**config.mk**
```make
export PLATFORM = sky130hd
export DESIGN_NAME = rabbit_stream_xor
export DESIGN_NICKNAME = d
export VERILOG_FILES = /design/src/rtl/rabbit_pkg.sv /design/src/rtl/rabbit_stream_xor.sv
export SDC_FILE = /design/constraint.sdc
export NUM_CORES = 1
export LEC_CHECK = 0
export CAP_MARGIN = 20
export CORE_UTILIZATION = 44
export CTS_BUF_LIST = sky130_fd_sc_hd__clkbuf_16
export DETAILED_ROUTE_END_ITERATION = 16
export HOLD_SLACK_MARGIN = 0.08
export PLACE_DENSITY_LB_ADDON = 0.25
export SLEW_MARGIN = 5
export SYNTH_ARGS = -nofsm -noshare
export SYNTH_HDL_FRONTEND = slang
export SYNTH_SLANG_ARGS = --single-unit
```
**constraint.sdc**
```tcl
create_clock -name clk -period 1.7 [get_ports clk]
set_clock_uncertainty 0.2 [all_clocks]
set_input_delay 0.51 -clock clk [delete_from_list [all_inputs] [get_ports clk]]
set_output_delay 0.51 -clock clk [all_outputs]
set_load 0.02 [all_outputs]
```
**src/rtl/rabbit_pkg.sv**
```systemverilog
// rtl/rabbit_pkg.sv - shared constants and state type for the Rabbit keystream XOR block
//
// Purpose: word width, words per keystream block, word-index width and the
//          buffer state enum used by rabbit_stream_xor.
package rabbit_pkg;

  localparam int WORD_W          = 32;
  localparam int WORDS_PER_BLOCK = 4;
  localparam int IDX_W           = $clog2(WORDS_PER_BLOCK);

  localparam logic [IDX_W-1:0] IDX_LAST = IDX_W'(WORDS_PER_BLOCK - 1);

  typedef enum logic {
    ST_EMPTY  = 1'b0,
    ST_LOADED = 1'b1
  } xor_state_e;

endpackage

```
**src/rtl/rabbit_stream_xor.sv**
```systemverilog
// rtl/rabbit_stream_xor.sv - XORs a data stream with buffered Rabbit keystream words
//
// Purpose: holds one 128-bit keystream block (s0..s3) and XORs each accepted
//          data word with the next keystream word, in order s0, s1, s2, s3.
//          Encryption and decryption are the same operation.
// Optional feature: RABBIT_XOR_LAST_EN adds din_last/dout_last; a word marked
//          last ends the current block early and discards its unused words.
// Ports:
//   clk, rst                     clock, synchronous active-high reset
//   ks_valid/ks_ready, s0..s3    keystream block handshake and words
//   din_valid/din_ready, din     input data word handshake
//   dout_valid/dout_ready, dout  registered result word handshake
//   din_last, dout_last          message boundary (RABBIT_XOR_LAST_EN only)
module rabbit_stream_xor
  import rabbit_pkg::*;
(
  input  logic              clk,
  input  logic              rst,
  input  logic              ks_valid,
  output logic              ks_ready,
  input  logic [WORD_W-1:0] s0,
  input  logic [WORD_W-1:0] s1,
  input  logic [WORD_W-1:0] s2,
  input  logic [WORD_W-1:0] s3,
  input  logic              din_valid,
  output logic              din_ready,
  input  logic [WORD_W-1:0] din,
`ifdef RABBIT_XOR_LAST_EN
  input  logic              din_last,
  output logic              dout_last,
`endif
  output logic              dout_valid,
  input  logic              dout_ready,
  output logic [WORD_W-1:0] dout
);

  xor_state_e state_q, state_d;
  logic [IDX_W-1:0] idx_q, idx_d;
  logic [WORDS_PER_BLOCK-1:0][WORD_W-1:0] ks_q, ks_d;
  logic [WORD_W-1:0] dout_q, dout_d;
  logic dout_valid_q, dout_valid_d;
  logic last_q, last_d;

  logic last_in;
  logic din_acc;
  logic blk_done;
  logic ks_acc;

`ifdef RABBIT_XOR_LAST_EN
  assign last_in   = din_last;
  assign dout_last = last_q;
`else
  assign last_in   = 1'b0;
`endif

  // The output register may take a new word when empty or draining this cycle.
  assign din_ready = (state_q == ST_LOADED) && (!dout_valid_q || dout_ready);
  assign din_acc   = din_valid && din_ready;

  // The block is used up by this accept; a new one may be taken in the same
  // cycle so a back-to-back stream never sees a bubble.
  assign blk_done  = din_acc && ((idx_q == IDX_LAST) || last_in);
  assign ks_ready  = (state_q == ST_EMPTY) || blk_done;
  assign ks_acc    = ks_valid && ks_ready;

  always_comb begin
    state_d      = state_q;
    idx_d        = idx_q;
    ks_d         = ks_q;
    dout_d       = dout_q;
    dout_valid_d = dout_valid_q;
    last_d       = last_q;

    if (ks_acc) begin
      state_d = ST_LOADED;
      idx_d   = '0;
      ks_d    = {s3, s2, s1, s0};
    end else if (blk_done) begin
      state_d = ST_EMPTY;
      idx_d   = '0;
    end else if (din_acc) begin
      idx_d = idx_q + IDX_W'(1);
    end

    if (din_acc) begin
      dout_d       = din ^ ks_q[idx_q];
      dout_valid_d = 1'b1;
      last_d       = last_in;
    end else if (dout_ready) begin
      dout_valid_d = 1'b0;
    end
  end

  always_ff @(posedge clk) begin
    if (rst) begin
      state_q      <= ST_EMPTY;
      idx_q        <= '0;
      ks_q         <= '0;
      dout_q       <= '0;
      dout_valid_q <= 1'b0;
      last_q       <= 1'b0;
    end else begin
      state_q      <= state_d;
      idx_q        <= idx_d;
      ks_q         <= ks_d;
      dout_q       <= dout_d;
      dout_valid_q <= dout_valid_d;
      last_q       <= last_d;
    end
  end

  assign dout       = dout_q;
  assign dout_valid = dout_valid_q;

endmodule
```
# Word-level counts from Yosys, hierarchy flattened
# Index checks and enable logic that the tools add are counted.
dict set report totals {
  register_bits 164
  latch_bits 0
  ram_bits 0
  rom_bits 0
  inputBits 165
  output_inout_bits 35
  elab_cells 29
  mem_count 0
}
dict set report classes {
  n_addsub 1
  mul 0
  div_mod_pow 0
  order_cmp 1
  eq_ne 1
  shifts 0
  n_mux 6
  n_bitwise 2
  n_reduce_logical 10
}
# operator count
set op_table {}
lappend op_table {{32-bit binary-select mux with 2-bit select} 1}
lappend op_table {{32-bit 2-to-1 mux} 1}
lappend op_table {{32-bit XOR} 1}
lappend op_table {{1-bit logical AND} 4}
lappend op_table {{1-bit 2-to-1 mux} 4}
lappend op_table {{2-bit nonzero test} 2}
lappend op_table {{2-bit by 3-bit < comparator with 1-bit output (second input constant)} 1}
lappend op_table {{3-bit OR reduction} 1}
lappend op_table {{2-bit by 1-bit adder with 2-bit output (second input constant)} 1}
lappend op_table {{2-bit == test (second input constant)} 1}
lappend op_table {{1-bit logical OR} 2}
lappend op_table {{1-bit logical NOT} 1}
lappend op_table {{1-bit NOT} 1}

# Longest topological paths before layout
# Gate-level depths: netlist of the first run.
dict set report logic_depth {
  depth_word 8
  depth_mapped 8
  ltp_nobuf 6
}

# Worst setup path before layout of the first run
# Ideal clock, no wire load.
dict set report synth_path {
  path_kind {input-to-output}
  startpoint {input dout_ready}
  endpoint {output ks_ready}
  t_arrival_ns 1.038
  t_required_ns 0.990
  slack_ns -0.048
  cell_stages 4
  n_path_buf 1
  cell_sequence {nor2b_1 o21a_1 inv_2 buf_2}
}
dict set report synth_between {
  elab_chain_len 5
}
# item line_no
set synth_rtl {}
lappend synth_rtl {{start, declared} rabbit_stream_xor.sv:33} ;# input logic dout_ready,
lappend synth_rtl {{1-bit logical OR} rabbit_stream_xor.sv:57} ;# assign din_ready = (state_q == ST_LOADED) && (!dout_valid_q || dout_ready);
lappend synth_rtl {{1-bit logical AND} rabbit_stream_xor.sv:57}
lappend synth_rtl {{1-bit logical AND} rabbit_stream_xor.sv:58} ;# assign din_acc = din_valid && din_ready;
lappend synth_rtl {{1-bit logical AND} rabbit_stream_xor.sv:62} ;# assign blk_done = din_acc && ((idx_q == IDX_LAST) || last_in);
lappend synth_rtl {{1-bit logical OR} rabbit_stream_xor.sv:63} ;# assign ks_ready = (state_q == ST_EMPTY) || blk_done;
lappend synth_rtl {{end, declared} rabbit_stream_xor.sv:20} ;# output logic ks_ready,
# Every way passes these cells.

# Worst setup path after layout of the first run
dict set report layout_path {
  startpoint {register idx_q[0]}
  endpoint {output ks_ready}
}
dict set report layout_between {
  elab_chain_len 3
}
# item line_no
set layout_rtl {}
lappend layout_rtl {{start, declared} rabbit_stream_xor.sv:38} ;# logic [IDX_W-1:0] idx_q, idx_d;
lappend layout_rtl {{start signal, assigned} rabbit_stream_xor.sv:104} ;# idx_q <= idx_d;
lappend layout_rtl {{2-bit == test} rabbit_stream_xor.sv:62}
lappend layout_rtl {{1-bit logical AND} rabbit_stream_xor.sv:62}
lappend layout_rtl {{1-bit logical OR} rabbit_stream_xor.sv:63}
# Every way passes these cells.

==> impl_metrics.toml, run 1 <==
[setup_path]
cp-end-kind = "output pin"
cp_max_fo = 2
crit_buf_inv = 2
worst_ep_arrival_time_ps = 1340
slowest_stage = "dfxtp_4"
crit_chain = "ha_4 -> nand2_2 -> o21a_4 -> inv_4 -> buf_6"
critical_path.startpoint = "idx_q[0]"
r2r_end = "ks_q[39]"
slowest_delay_ps = 360
setup.worst_path.start_class = "register"
critPathKind = "reg -> out"
timing.rr.start = "idx_q[0]"
ff2ff_setup_slack_ps = -280
crit_family = "flip-flops"
cp.required_ps = 990
worstSetupPathDepth = 5
rr_worst_depth = 8
endpoint = "ks_ready"

[floorplan]
row_count = 46
start_util = 0.4519
dieArea_um2 = 16890
io_pins = 200
die_h_um = 130.0
chipWidth_um = 130.0
core-area_um2 = 15940

[cts]
clockBufferDepth = 2
clk_pin_slew_ps = 60
cts_tree = "built"
root_buffer = "clkbuf_16"
cts-buffers-inserted = 17
cts.sinks = 164
worstSkewPairLatency_ps = 430
h-tree-depth = 4

[timing]
relSlewSlack = 0.7756
drv_slew = 0
fin_crit_ps = 2052
worst_slack_ps = -352.0
setup-violations-final = 157
final_hold_viol_count = 0
clock.fmax_mhz = 487.3
whs_ps = 269.7
timing.final.crit_share = 1.207
grt_setup_unrepaired = "true"
worstMarginPinSlew_ps = 336.6

[placement]
port_buffers = 199
post-dp-hpwl_um = 12920
placed_area_um2 = 9380
gp_congestion = 0.7885

[finish]
syn2layout_area_growth_pct = 42.43
layout.nets = 1126
nFillCells = 1355
layout_commonest_cell = "dfxtp_1"
layout_common_cells = "dfxtp_1, clkdlybuf4s50_1, a21oi_1"
fin_area_um2 = 10260
diodes = 0
drive_gt1_frac = 0.1727

[drt]
vias_per_cell = 5.638
ant_nets = 0
avgRoutedWirePerCell_um = 18.15
finalWirelength_um = 21590
drtIter0Drc = 598
drt_first_pass_iters = 5
drc = 0
vias = 6703

[synth]
synth.avg_cell_area_um2 = 9.189
ys_seq_area_frac = 0.4557
yosys_warnings = 0
synth_seq_cells = 164
ys_types = 27
syn_inst = 784
syn_area_um2 = 7204
syn_nets = 950

[grt]
antenna_found_initial = 0
grt_pass1_wl_um = 33470
grtUsageTotal = 0.2597
grt_pass1_vias = 6477
grt_max_degree = 71
grt_overflow = 0

[status]
violations = "setup timing"
status = "complete, but fails checks"

[worst_hold_path]
hold_path_class = "reg -> reg"

[power_and_ir_drop]
max-vdd-ir-drop_v = 0.0007944
p_leak_nw = 3.654
power_mw = 10.05
cellPowerDensity_nw_per_um2 = 979.0

[job]
maxCapViolCount = 0
power breakdown:
part	switching, mW	internal, mW
clock	1.55	2.74
sequential	0.105	4.07
combinational	0.751	0.826
total	2.41	7.64
Yosys cell counts:
cell type	number	area share
a211oi_1	32	0.033
a21oi_1	130	0.090
a221oi_1	1	0.0012
a221oi_2	1	0.0021
and2_1	1	0.00087
and3_1	1	0.00087
buf_12	6	0.017
buf_2	21	0.015
buf_4	2	0.0021
buf_6	2	0.0031
clkbuf_1	59	0.031
dfxtp_1	164	0.46
ha_1	1	0.0017
inv_2	2	0.0010
mux4_1	10	0.036
mux4_2	22	0.069
nand2_1	3	0.0016
nand2b_1	1	0.00087
nand3_1	129	0.090
nand3b_1	1	0.0010
nor2_1	32	0.017
nor2b_1	1	0.00087
o21a_1	1	0.0010
o21ai_0	126	0.088
o21ai_1	2	0.0014
or3_1	1	0.00087
xnor2_1	32	0.039
worst min-delay path by stage:
stage              from       end  slack, ps  depth (start not counted)
4_1_cts        ks_q[62]  ks_q[62]        270                          2
2_1_floorplan  ks_q[32]  ks_q[32]        250                          2
3_3_place_gp   ks_q[48]  ks_q[48]        260                          2
6_report       ks_q[67]  ks_q[67]        270                          2
5_1_grt        ks_q[35]  ks_q[35]        290                          2
3_5_place_dp   ks_q[35]  ks_q[35]        260                          2
metal layers:
| layer | vias to the layer above | routed length [µm] | track usage |
|---|---|---|---|
| met5 | - | 0 | 0 |
| met4 | 0 | 408 | 0.09371 |
| met3 | 35 | 1398 | 0.05494 |
| met2 | 251 | 10400 | 0.4212 |
| met1 | 3211 | 9379 | 0.3423 |
| li1 | 3206 | - | - |
metrics by stage:
| stage | worst slack, ps | utilization | setup TNS (ps) | cells |
|---|---|---|---|---|
| after floorplan | 1.924 | - | 0 | 784 |
| after global placement | -938.0 | 0.5884 | -121560 | 1139 |
| after detailed placement | -941.1 | 0.5884 | -124470 | 1139 |
| after CTS | -364.8 | 0.6422 | -25310 | 1187 |
| after global routing | -382.2 | 0.6436 | -35140 | 1189 |
| final | -352.0 | 0.6436 | -25730 | 1189 |
logic make-up (layout without fill, tap and decap cells):
| logic type | count (synthesis) | count (layout) | share of synthesized area |
|---|---|---|---|
| compound gates | 293 | 293 | 0.2169 |
| simple gates | 170 | 170 | 0.1132 |
| flops | 164 | 164 | 0.4557 |
| buf+inv | 92 | 281 | 0.06825 |
| xor+xnor | 32 | 32 | 0.03890 |
| mux | 32 | 32 | 0.1052 |
| fa+ha+maj | 1 | 1 | 0.001736 |
registers in the layout, indices dropped and copies added, names as in the netlist:
signal	flops
dout_valid	1
dout	32
idx_q	2
state_q	1
ks_q	128
worst register-to-register path, stage by stage (launching register included):
cell,delay [ps]
dfxtp_4,360
ha_4,150
nand2_2,60
o21a_4,200
inv_4,50
buf_4,280
bufbuf_16,390
nand3_1,90
a21oi_1,140
layout make-up:
class | count | area, µm² | area share
Clock buffer | 17 | 425.4 | 0.04146
Clock inverter | 15 | 235.2 | 0.02292
Sequential cell | 164 | 3289 | 0.3206
Tap cell | 216 | 270.3 | 0.02634
Timing Repair Buffer | 247 | 2546 | 0.2481
Inverter | 2 | 11.26 | 0.001097
Multi-Input combinational cell | 528 | 3483 | 0.3395
what timing repair did:
| action | CTS | global route |
|---|---|---|
| endpoints found under the setup margin | 198 | 166 |
| resized for setup | 196 | 17 |
| buffers inserted | 11 | 4 |
| hold buffers | 0 | 0 |
| pin swaps | 21 | 14 |
| gates cloned | 5 | 0 |
No activity file was read; power rests on OpenSTA's default activity.
==> run 2, diff against run 1 <==
--- a/config.mk
+++ b/config.mk
@@ -5,8 +5,8 @@
 export SDC_FILE = /design/constraint.sdc
 export NUM_CORES = 1
 export LEC_CHECK = 0
-export CAP_MARGIN = 20
-export CORE_UTILIZATION = 44
+export CAP_MARGIN = 30
+export CORE_UTILIZATION = 30
 export CTS_BUF_LIST = sky130_fd_sc_hd__clkbuf_16
 export DETAILED_ROUTE_END_ITERATION = 16
 export HOLD_SLACK_MARGIN = 0.08
==> constraint.sdc (replaced) <==
create_clock -name clk -period 2.3 [get_ports clk]
set_clock_uncertainty 0.2 [all_clocks]
set_input_delay 0.69 -clock clk [delete_from_list [all_inputs] [get_ports clk]]
set_output_delay 0.69 -clock clk [all_outputs]
set_load 0.02 [all_outputs]
==> run 2 against run 1 <==
Against the previous run: the run now ends clean; register-to-register slack improved by 390 ps; total power fell by 29%; sequential power decreased by 26%; critical path depth is 1 lower; count of clock-buffer cells in the layout stayed put; wire length down 0.94%; final cell count is 7.6% higher; highest routed layer unchanged; non-clock buffer count fell by 13; global-route usage shrank 8.3 points; die area up 46%; setup slack better by 380 ps.
==> impl_metrics.toml, run 2 (synthesized netlist as in run 1, its figures left out) <==
[setup_path]
r2r_end = "dout[0]"
rr_worst_depth = 5
ff2ff_setup_slack_ps = 110
critPathKind = "in -> out"
worst_ep_arrival_time_ps = 1380
cp_max_fo = 2
setup.worst_path.start_class = "input pin"
cp.required_ps = 1410
cp-end-kind = "output pin"
timing.rr.start = "idx_q[0]"

[cts]
cts.sinks = 164
cts-buffers-inserted = 17
clockBufferDepth = 2
h-tree-depth = 4
root_buffer = "clkbuf_16"
cts_tree = "built"
clk_pin_slew_ps = 60
ctsHoldBuffers = 0
worstSkewPairLatency_ps = 420

[worst_hold_path]
hold_depth = 2
min_to = "ks_q[32]"
hold_start = "ks_q[32]"
hold_path_class = "reg -> reg"

[timing]
grt_setup_unrepaired = "false"
drv_slew = 0
whs_ps = 268.3
timing.final.crit_share = 0.9868
final_hold_viol_count = 0
fin_crit_ps = 2270
setup-violations-final = 0
clock.fmax_mhz = 440.6
relSlewSlack = 0.5954
worstMarginPinSlew_ps = 606.8
timing.setup.tns_ps = 0

[finish]
nFillCells = 2372
syn2layout_area_growth_pct = 41.11
layout_commonest_cell = "clkdlybuf4s50_1"
largest_reg_flops = 128
instances_no_fill = 1279
top_register = "ks_q"
diodes = 0
drive_gt1_frac = 0.1052
layout.nets = 1113
layout_common_cells = "clkdlybuf4s50_1, dfxtp_1, a21oi_1"
final_util = 0.4318

[power_and_ir_drop]
max-vdd-ir-drop_v = 0.0003165
cellPowerDensity_nw_per_um2 = 699.2
p_leak_nw = 3.740

[floorplan]
io_pins = 200
die_h_um = 157.0
chipWidth_um = 157.0
core-area_um2 = 23540
start_util = 0.3060
dieArea_um2 = 24640
row_count = 56

[placement]
post-place-cells = 1247
gp_congestion = 0.7202
post-dp-hpwl_um = 13690
port_buffers = 199

[grt]
grt_pass1_wl_um = 33840
grt_pass1_vias = 6128
grtUsageTotal = 0.1767
grt_max_degree = 79
antenna_found_initial = 0
grt_overflow = 0

[drt]
vias_per_cell = 5.038
vias = 6444
drtIter0Drc = 370
finalWirelength_um = 21380
ant_nets = 0
drt_first_pass_iters = 5
avgRoutedWirePerCell_um = 16.72
drc = 0

[status]
status = "finished clean"

[job]
maxCapViolCount = 0
-- run 2: changes by cell type in the layout (fill, tap and decap cells not counted), moves of 4 or more --
cell / delta
o21ai_0: +8
buf_16: -4
buf_12: -7
mux4_1: +10
a211oi_2: -5
buf_4: +7
buf_2: -32
buf_6: -8
dlymetal6s2s_1: +17
o21ai_1: -7
mux4_2: -10
a211oi_1: +5
clkdlybuf4s50_1: +14
-- run 2: area by class of cell --
class,instances,area (µm²),area share
Sequential cell,164,3286,0.3232
Tap cell,319,399.1,0.03926
Clock buffer,17,425.4,0.04185
Timing Repair Buffer,234,2404,0.2364
Multi-Input combinational cell,528,3461,0.3404
Clock inverter,15,180.2,0.01772
Inverter,2,11.26,0.001108
-- run 2: worst max-delay path by stage --
stage | start | endpoint | slack (ps) | cells past startpoint
after CTS | dout_ready | din_ready | -10 | 4
after global routing | dout[10] | dout[10] | 0.4 | 1
after detailed placement | dout_ready | ks_ready | -760 | 5
after global placement | dout_ready | ks_ready | -760 | 5
final | dout_ready | din_ready | 30 | 4
after floorplan | dout_ready | ks_ready | 190 | 4
-- run 2: through the flow --
| stage | worst slack [ps] | power [mW] | area [µm²] |
|---|---|---|---|
| after floorplan | 192.0 | 3.700 | 7204 |
| after global placement | -763.8 | 4.246 | 9497 |
| after detailed placement | -759.3 | 4.251 | 9497 |
| after CTS | -13.33 | 7.217 | 10110 |
| after global routing | 0.3511 | 7.456 | 10170 |
| final | 30.44 | 7.108 | 10170 |
-- run 2: where the power goes --
part           total [mW]  switching (mW)  internal [mW]
sequential           3.08          0.0714           3.01
combinational        1.09           0.515          0.579
clock                2.93            1.21           1.72
-- run 2: layer usage --
metal,global-route usage,share of wire,up-vias
li1,-,-,3183
met1,0.2427,0.47,3096
met2,0.2743,0.47,154
met3,0.04626,0.055,11
met4,0.04388,0.0084,0
met5,0,0,-
-- run 2: timing repair --
item,in CTS,in global routing
gates resized for setup,18,21
pin swaps,1,1
cloned,0,0
endpoints found under the setup margin,5,33
hold endpoints to repair,0,0
buffers inserted,0,0
-- run 2: critical path: stages --
cell	delay, ps
clkdlybuf4s15_1	220
nand2b_4	160
and2_1	150
buf_4	160
==> run 3, diff against run 2 <==
==> constraint.sdc (replaced) <==
create_clock -name clk -period 2.64 [get_ports clk]
set_clock_uncertainty 0.2 [all_clocks]
set_input_delay 0.792 -clock clk [delete_from_list [all_inputs] [get_ports clk]]
set_output_delay 0.792 -clock clk [all_outputs]
set_load 0.02 [all_outputs]
==> run 3 against run 2 <==
Against the previous run: non-clock buffer count is 10 lower; total power is 14% lower; core utilization is 0.75 points lower; die area stayed put; worst hold slack better by 4.2 ps; count of clock-buffer cells in the layout stayed put; largest cell class unchanged; largest power group unchanged; global-route usage is 0.20 points higher; sequential share of layout area is 0.57 points higher; critical path depth is 3 lower.
==> impl_metrics.toml, run 3 (synthesized netlist as in run 1, its figures left out) <==
[grt]
grt_pass1_vias = 6154
grt_overflow = 0
grt_pass1_wl_um = 34220
grtUsageTotal = 0.1787
grt_max_degree = 81
antenna_found_initial = 1

[timing]
whs_ps = 272.5
timing.setup.tns_ps = 0
grt_setup_unrepaired = "false"
worstMarginPinSlew_ps = 750.7
timing.final.crit_share = 0.9504
final_hold_viol_count = 0
worst_slack_ps = 130.9
relSlewSlack = 0.4996
clock.fmax_mhz = 398.6
drv_slew = 0
setup-violations-final = 0
fin_crit_ps = 2509

[placement]
placed_area_um2 = 9409
gp_congestion = 0.7535
post-dp-hpwl_um = 13490
port_buffers = 199
post-place-cells = 1237
preCtsSetupSlack_ps = -553.0

[drt]
vias_per_cell = 5.057
drtIter0Drc = 282
avgRoutedWirePerCell_um = 17.08
drt_first_pass_iters = 4
vias = 6428
ant_nets = 0
finalWirelength_um = 21710
drc = 0

[power_and_ir_drop]
internal_power_mw = 4.518
power.share.sequential = 0.438
power_frac_comb = 0.154
clkPwrFrac = 0.408
cellPowerDensity_nw_per_um2 = 612.7
max-vdd-ir-drop_v = 0.0003636
switchingPower_mw = 1.603
power_mw = 6.121
switching_share = 0.2619
p_leak_nw = 3.370

[floorplan]
row_count = 56
chipWidth_um = 157.0
start_util = 0.3060
io_pins = 200
core-area_um2 = 23540
die_h_um = 157.0
dieArea_um2 = 24640

[finish]
layout_commonest_cell = "clkdlybuf4s50_1"
fin_area_um2 = 9990
nFillCells = 2365
final_util = 0.4243
drive_gt1_frac = 0.09158
syn2layout_area_growth_pct = 38.66
layout_common_cells = "clkdlybuf4s50_1, dfxtp_1, a21oi_1"
top_register = "ks_q"
largest_reg_flops = 128
instances_no_fill = 1271
layout.nets = 1103

[setup_path]
worst_ep_arrival_time_ps = 1520
rr_worst_depth = 4
ff2ff_setup_slack_ps = 410
cp_max_fo = 3
crit_family = "buffers and inverters"
setup.worst_path.start_class = "register"
cp-end-kind = "output pin"
cp.required_ps = 1650
critPathKind = "reg -> out"
crit_chain = "clkdlybuf4s50_1"
slowest_delay_ps = 690
timing.rr.start = "idx_q[0]"
r2r_end = "dout[31]"
slowest_stage = "clkdlybuf4s50_1"
crit_buf_inv = 1

[worst_hold_path]
hold_depth = 2
min_to = "ks_q[68]"
hold_start = "ks_q[68]"
hold_path_class = "reg -> reg"

[cts]
cts.sinks = 164
clockBufferDepth = 2
h-tree-depth = 4
worstSkewPairLatency_ps = 420
root_buffer = "clkbuf_16"
ctsHoldBuffers = 0
cts_tree = "built"
cts-buffers-inserted = 17
clk_pin_slew_ps = 70

[job]
maxCapViolCount = 0

[status]
status = "finished clean"
-- run 3: changes by cell type in the layout (fill, tap and decap cells not counted), sizes merged, moves of 2 or more --
cell,previous run,this run
clkdlybuf4s50,174,193
inv,5,7
clkinvlp,0,4
buf,39,29
dlymetal6s2s,17,0
diode,0,2
clkinv,9,4
-- run 3: power groups by stage --
stage / sequential, mW / combinational, mW / clock, mW
CTS: 2.68 / 0.956 / 2.57
global route: 2.70 / 1.03 / 2.67
detailed placement: 2.74 / 0.954 / 0
global placement: 2.74 / 0.951 / 0
finish: 2.68 / 0.943 / 2.50
floorplan: 2.76 / 0.462 / 0
-- run 3: timing repair --
action,in CTS,in global routing
endpoints found under the hold margin,0,0
setup endpoints to repair,2,0
gates resized for setup,12,0
buffers inserted,0,0
-- run 3: layer usage --
metal | up-vias | global-route usage | share of wire
li1 | 3166 | - | -
met1 | 3087 | 0.2467 | 0.47
met2 | 159 | 0.2747 | 0.46
met3 | 16 | 0.04185 | 0.055
met4 | 0 | 0.05509 | 0.013
met5 | - | 0 | 0
-- run 3: area by class of cell --
type	instances	area [µm²]	area share
Multi-Input combinational cell	528	3438	0.3442
Sequential cell	164	3286	0.3289
Timing Repair Buffer	224	2268	0.2271
Clock buffer	17	425.4	0.04259
Tap cell	319	399.1	0.03995
Clock inverter	15	156.4	0.01566
Inverter	2	11.26	0.001127
Antenna cell	2	5.005	0.0005010
-- run 3: how the worst max path moves through the flow --
stage | startpoint | end | slack (ps) | cells after the start
3_5_place_dp | din_valid | ks_ready | -550 | 5
4_1_cts | dout_valid | dout_valid | 100 | 1
3_3_place_gp | din_valid | ks_ready | -550 | 5
5_1_grt | dout_valid | dout_valid | 90 | 1
6_report | dout_valid | dout_valid | 130 | 1
2_1_floorplan | dout_ready | ks_ready | 330 | 4
